## config.mk

```make
export PLATFORM = sky130hd
export DESIGN_NAME = toy_hash_core
export DESIGN_NICKNAME = d
export VERILOG_FILES = /design/src/rtl/toy_hash_pkg.sv /design/src/rtl/toy_hash_sched.sv /design/src/rtl/toy_hash_core.sv
export SDC_FILE = /design/constraint.sdc
export NUM_CORES = 1
export LEC_CHECK = 0
export CORE_ASPECT_RATIO = 1.2
export CORE_MARGIN = 1.5
export CORE_UTILIZATION = 30
export DETAILED_ROUTE_END_ITERATION = 7
export PLACE_DENSITY = 0.59
export SYNTH_ARGS = -nofsm -noshare
export SYNTH_HDL_FRONTEND = slang
export SYNTH_HIERARCHICAL = 1
export SYNTH_SLANG_ARGS = --single-unit
export TNS_END_PERCENT = 50
```

## constraint.sdc

```tcl
create_clock -name clk -period 4.8 [get_ports clk]
set_input_delay 0.72 -clock clk [delete_from_list [all_inputs] [get_ports clk]]
set_output_delay 0.72 -clock clk [all_outputs]
set_load 0.02 [all_outputs]
```

## src/rtl/toy_hash_pkg.sv

```systemverilog
// rtl/toy_hash_pkg.sv - shared types, default constants and round function for toy_hash_core
package toy_hash_pkg;

  localparam int HW_MAX = 64;

  typedef logic [HW_MAX-1:0] word_t;

  typedef enum logic [1:0] {
    IDLE  = 2'd0,
    ROUND = 2'd1,
    FINAL = 2'd2,
    DONE  = 2'd3
  } state_t;

  typedef struct packed {
    word_t c;
    word_t b;
    word_t a;
  } abc_t;

  localparam word_t IV0_DEF = 64'h01;
  localparam word_t IV1_DEF = 64'h89;
  localparam word_t IV2_DEF = 64'hFE;
  localparam word_t K1_DEF  = 64'h99;
  localparam word_t K2_DEF  = 64'hA1;

  // Works on full-width words; callers keep the low W bits, which is exact
  // because every operation here only propagates carries/shifts upward.
  function automatic abc_t round_fn(input word_t a, input word_t b, input word_t c,
                                    input word_t w, input logic late,
                                    input word_t k1, input word_t k2,
                                    input int unsigned shift);
    abc_t  r;
    word_t f;
    word_t k;
    f   = late ? (a | b) : (a ^ b);
    k   = late ? k2 : k1;
    r.a = b ^ c;
    r.b = c << shift;
    r.c = f + k + w;
    return r;
  endfunction

endpackage

```

## src/rtl/toy_hash_sched.sv

```systemverilog
// rtl/toy_hash_sched.sv - message schedule shift window with on-the-fly expansion
module toy_hash_sched #(
  parameter int W         = 8,
  parameter int MSG_WORDS = 16
) (
  input  logic                   clk,
  input  logic                   reset,
  input  logic                   load,
  input  logic                   shift,
  input  logic [MSG_WORDS*W-1:0] load_data,
  output logic [W-1:0]           w0
);

  logic [MSG_WORDS-1:0][W-1:0] win;
  logic [W-1:0]                fb;

  // Relative to the current round t this is W[t+16] = W[t+13] | (W[t+7] ^ W[t+2]).
  assign fb = win[MSG_WORDS-3] | (win[MSG_WORDS-9] ^ win[MSG_WORDS-14]);
  assign w0 = win[0];

  always_ff @(posedge clk) begin
    if (reset) begin
      win <= '0;
    end else if (load) begin
      win <= load_data;
    end else if (shift) begin
      win <= {fb, win[MSG_WORDS-1:1]};
    end
  end

endmodule

```

## src/rtl/toy_hash_core.sv

```systemverilog
// rtl/toy_hash_core.sv - handshaked multi-round 3-word toy hash; TOY_HASH_B2B_EN enables DONE->ROUND chaining
module toy_hash_core
  import toy_hash_pkg::*;
#(
  parameter int    W         = 8,
  parameter int    MSG_WORDS = 16,
  parameter int    ROUNDS    = 32,
  parameter int    SHIFT     = 4,
  parameter word_t IV0       = IV0_DEF,
  parameter word_t IV1       = IV1_DEF,
  parameter word_t IV2       = IV2_DEF,
  parameter word_t K1        = K1_DEF,
  parameter word_t K2        = K2_DEF
) (
  input  logic                   clk,
  input  logic                   reset,
  input  logic                   in_valid,
  output logic                   in_ready,
  input  logic                   in_first,
  input  logic [MSG_WORDS*W-1:0] in_msg,
  output logic                   out_valid,
  input  logic                   out_ready,
  output logic [3*W-1:0]         out_hash,
  output logic                   busy
);

  localparam int          CW          = $clog2(ROUNDS + 1);
  localparam logic [31:0] MSG_WORDS_U = MSG_WORDS;
  localparam logic [3*W-1:0] IV_W     = {IV2[W-1:0], IV1[W-1:0], IV0[W-1:0]};

  state_t          state, state_nxt;
  logic [CW-1:0]   t;
  logic [W-1:0]    a, b, c;
  logic [W-1:0]    init_a, init_b, init_c;
  logic [3*W-1:0]  chain;
  logic [3*W-1:0]  hash_q;
  logic [3*W-1:0]  init_sel;
  logic [3*W-1:0]  digest;
  logic [W-1:0]    w0;
  logic            load;
  logic            shift;
  logic            last;
  logic            late;
  abc_t            rnd;
  logic            unused_rnd;

  assign last     = (t == CW'(ROUNDS - 1));
  assign late     = (32'(t) >= MSG_WORDS_U);
  assign init_sel = in_first ? IV_W : chain;
  assign digest   = {c + init_c, b + init_b, a + init_a};
  assign rnd      = round_fn(word_t'(a), word_t'(b), word_t'(c), word_t'(w0),
                             late, K1, K2, SHIFT);
  assign unused_rnd = &{1'b0, rnd};

  assign out_valid = (state == DONE);
  assign out_hash  = hash_q;
  assign busy      = (state == ROUND) || (state == FINAL);

  toy_hash_sched #(
    .W         (W),
    .MSG_WORDS (MSG_WORDS)
  ) u_sched (
    .clk       (clk),
    .reset     (reset),
    .load      (load),
    .shift     (shift),
    .load_data (in_msg),
    .w0        (w0)
  );

  always_ff @(posedge clk) begin
    if (reset) begin
      state <= IDLE;
    end else begin
      state <= state_nxt;
    end
  end

  always_comb begin
    state_nxt = state;
    in_ready  = 1'b0;
    load      = 1'b0;
    shift     = 1'b0;
    case (state)
      IDLE: begin
        in_ready = 1'b1;
        if (in_valid) begin
          load      = 1'b1;
          state_nxt = ROUND;
        end
      end
      ROUND: begin
        shift = 1'b1;
        if (last) begin
          state_nxt = FINAL;
        end
      end
      FINAL: begin
        state_nxt = DONE;
      end
      DONE: begin
`ifdef TOY_HASH_B2B_EN
        in_ready = out_ready;
        if (out_ready) begin
          if (in_valid) begin
            load      = 1'b1;
            state_nxt = ROUND;
          end else begin
            state_nxt = IDLE;
          end
        end
`else
        if (out_ready) begin
          state_nxt = IDLE;
        end
`endif
      end
      default: state_nxt = IDLE;
    endcase
  end

  // chain holds the last digest, so a DONE->ROUND reload chains from what is on out_hash.
  always_ff @(posedge clk) begin
    if (reset) begin
      a      <= '0;
      b      <= '0;
      c      <= '0;
      init_a <= '0;
      init_b <= '0;
      init_c <= '0;
      chain  <= IV_W;
      hash_q <= '0;
      t      <= '0;
    end else begin
      if (load) begin
        {c, b, a}              <= init_sel;
        {init_c, init_b, init_a} <= init_sel;
        t                      <= '0;
      end else if (state == ROUND) begin
        a <= rnd.a[W-1:0];
        b <= rnd.b[W-1:0];
        c <= rnd.c[W-1:0];
        if (!last) begin
          t <= t + 1'b1;
        end
      end
      if (state == FINAL) begin
        hash_q <= digest;
        chain  <= digest;
      end
    end
  end

endmodule

```

==> flow_metrics.env <==
export IMPL_outcome="finished, final reports clean"
export IMPL_synth_cells=1200
export IMPL_rows=75
export IMPL_viasPerCell=4.89
export IMPL_cpPeakStageDelay_ns=0.56
export IMPL_postCtsResizedCells=0
export IMPL_hpwl_um=20500
export IMPL_path_cells="or2_1 -> nor2_1 -> a21oi_1 -> ha_1 -> ha_1 -> fa_1 -> a211oi_1 -> o21bai_1 -> a21oi_1 -> xnor2_1 -> a311oi_1"
export IMPL_ys_ff_latch=219
export IMPL_slowest_stage="or2_1"
export IMPL_cts_tree="yes"
export IMPL_ir_worst_vdd_mv=0.279
export IMPL_end_kind="register"
export IMPL_synth_avg_cell_area_um2=8.97
export IMPL_max_slew_margin_pct=33.8
export IMPL_grt_overflow=0
export IMPL_hold_path_depth=2
export IMPL_post_cts_buffers=0
export IMPL_fillers=3574
export IMPL_syn_area_mm2=0.0108
export IMPL_instances_no_fill=1771
export IMPL_die_h_um=211
export IMPL_top_register="u_sched/win"
export IMPL_grt_pass1_wl_um=46300
export IMPL_io_buffers=159
export IMPL_dieArea_mm2=0.0370
export IMPL_dpl_cell_count=1723
export IMPL_maxCapViolations=0
export IMPL_drt_pass1_iter_count=5
export IMPL_slew_violations=0
export IMPL_met2_length_um=14100
export IMPL_crit_arrival_ns=3.58
export IMPL_cts_hold_buf=0
export IMPL_clkTransAtPathRegs_ns=0.06
export IMPL_syn_to_final_growth_pct=23.2
export IMPL_drive_above_1_share_pct=4.20
export IMPL_crit_cells=11
export IMPL_worstPathRequired_ns=5.24
export IMPL_clk_latency_ns=0.53
export IMPL_syn_num_nets=1384
export IMPL_clock_skew_ns=0.00702
export IMPL_grt_max_degree=134
export IMPL_clock_sinks=219
export IMPL_vias=8669
export IMPL_initial_core_util_pct=30.6
export IMPL_clock_fmax_mhz=318
export IMPL_track_usage_pct=15.6
export IMPL_startpoint_type="register"
export IMPL_leakage_nw=4.81
export IMPL_highest_layer="met5"
export IMPL_htreeDepth=1
export IMPL_synthArstFlopShare_pct=0
export IMPL_power_density_mw_per_mm2=598
export IMPL_hold_viol=0
export IMPL_finalCritPeriodShare_pct=65.4
export IMPL_largest_reg_flops=120
export IMPL_startpoint="t[5]"
export IMPL_setup_viol=0
export IMPL_yosysWarnings=6
export IMPL_reg2reg_from="t[5]"
export IMPL_cp_num_buf_inv=0
export IMPL_ioPinCount=160
export IMPL_hold_class="register to register"
export IMPL_final_util_pct=37.7
export IMPL_dr_wl_met3_um=1750
export IMPL_whs_ns=0.456
export IMPL_numCtsBuffers=26
export IMPL_grt_pass1_vias=8617
export IMPL_hold_path_startpoint="init_a[5]"
export IMPL_wl_per_cell_um=16.5
export IMPL_wl_um=29100
export IMPL_met1_length_um=12800
export IMPL_drc=0
export IMPL_crit_family="compound AO/OA/AOI/OAI gates"
export IMPL_period_minus_slack_ns=3.14
export IMPL_ant_nets=0
export IMPL_r2r_cells=11
export IMPL_grt_antenna_before_repair=6
export IMPL_synth_edf_count=0
export IMPL_root_buffer="clkbuf_16"
export IMPL_synth_flop_cell="dfxtp_1"
export IMPL_tns_ns=0
export IMPL_worstPathMaxFanout=18
export IMPL_coreArea_mm2=0.0352
export IMPL_tightestPinTransition_ns=0.994
export IMPL_fin_nets=1473
export IMPL_gp_congestion=0.825
export IMPL_synth_distinct_cells=57
export IMPL_clk_path_buf_depth=3
export IMPL_seq_area_frac_synth_pct=40.7
export IMPL_drtIter0Drc=430
export IMPL_rsz0062_at_grt="no"
export IMPL_die_x_um=176
export IMPL_crit_type="register to register"
[area by class of cell]
class | count | area, um^2 | share of cell area (%)
clock buffer | 44 | 800 | 6.03
antenna | 1 | 2.50 | 0.0189
tap | 462 | 578 | 4.36
clock inverter | 3 | 17.5 | 0.132
timing repair buffer | 169 | 1690 | 12.8
inverter | 43 | 169 | 1.27
multi-input combinational | 830 | 5620 | 42.4
sequential | 219 | 4380 | 33.1
[through the flow]
step / power (mW) / worst slack, ns / area (um^2)
global route: 8.48 / 1.33 / 13300
finish: 7.93 / 1.66 / 13300
CTS: 8.03 / 1.64 / 13300
global placement: 6.04 / 1.73 / 12400
floorplan: 5.29 / 1.93 / 10800
detailed placement: 6.11 / 1.66 / 12400
[per-layer routing]
| metal | track usage (%) | up-vias |
|---|---|---|
| met4 | 3.39 | 8 |
| met1 | 19.2 | 3989 |
| met5 | 0 | - |
| met2 | 27.0 | 196 |
| met3 | 3.99 | 45 |
| li1 | - | 4431 |
[Yosys cell counts, drive strengths merged, types with 12 or more instances]
master	n	area, um^2
dfxtp	219	4380
nor2	167	627
a211oi	139	1040
mux2i	126	1260
nand2	82	308
buf	67	462
a21oi	66	334
ha	44	551
inv	42	158
clkbuf	41	154
o21ai	35	179
nor3	31	155
xnor2	22	193
o211ai	15	113
xor2	12	105
[cells in the final DEF (no fill, tap or decap), drive strengths merged, types with 15 or more instances in the layout]
master | Yosys | final
a211oi | 139 | 139
a21oi | 66 | 66
clkbuf | 41 | 44
clkdlybuf4s50 | 0 | 158
dfxtp | 219 | 219
ha | 44 | 44
inv | 42 | 43
mux2i | 126 | 126
nand2 | 82 | 82
nor2 | 167 | 167
nor3 | 31 | 31
o211ai | 15 | 15
o21ai | 35 | 35
xnor2 | 22 | 22
[worst paths after layout]
check | to | slack, ns
max | c[7] | 1.66
min | init_a[5] | 0.46
max reg2reg | c[7] | 1.66
min reg2reg | init_a[5] | 0.46
[worst reg2reg max path, delay by kind of cell (launching register included)]
family | cells | cell delay (ns)
AOI/OAI and AO/OA | 5 | 0.96
xor gates and xnor gates | 1 | 0.10
adders and majority gates | 3 | 0.93
DFF | 1 | 0.42
and+or+nand+nor | 2 | 0.65
[cells by family after synthesis]
| logic type | Yosys count | share of synthesized area (%) |
|---|---|---|
| AO/OA/AOI/OAI | 296 | 18.4 |
| multiplexers | 126 | 11.7 |
| buffers and inverters | 151 | 7.22 |
| adder cells (fa/ha/maj) | 51 | 6.41 |
| AND/OR/NAND/NOR | 323 | 12.8 |
| XOR/XNOR | 34 | 2.77 |
| flip-flops | 219 | 40.7 |
[where the power goes]
group          internal [mW]  leakage [nW]  switching, mW
Clock                   1.12         0.397          0.758
Sequential              2.42          1.80          0.456
Combinational           1.41          2.61           1.77
No activity file was read; power rests on OpenSTA's default activity.
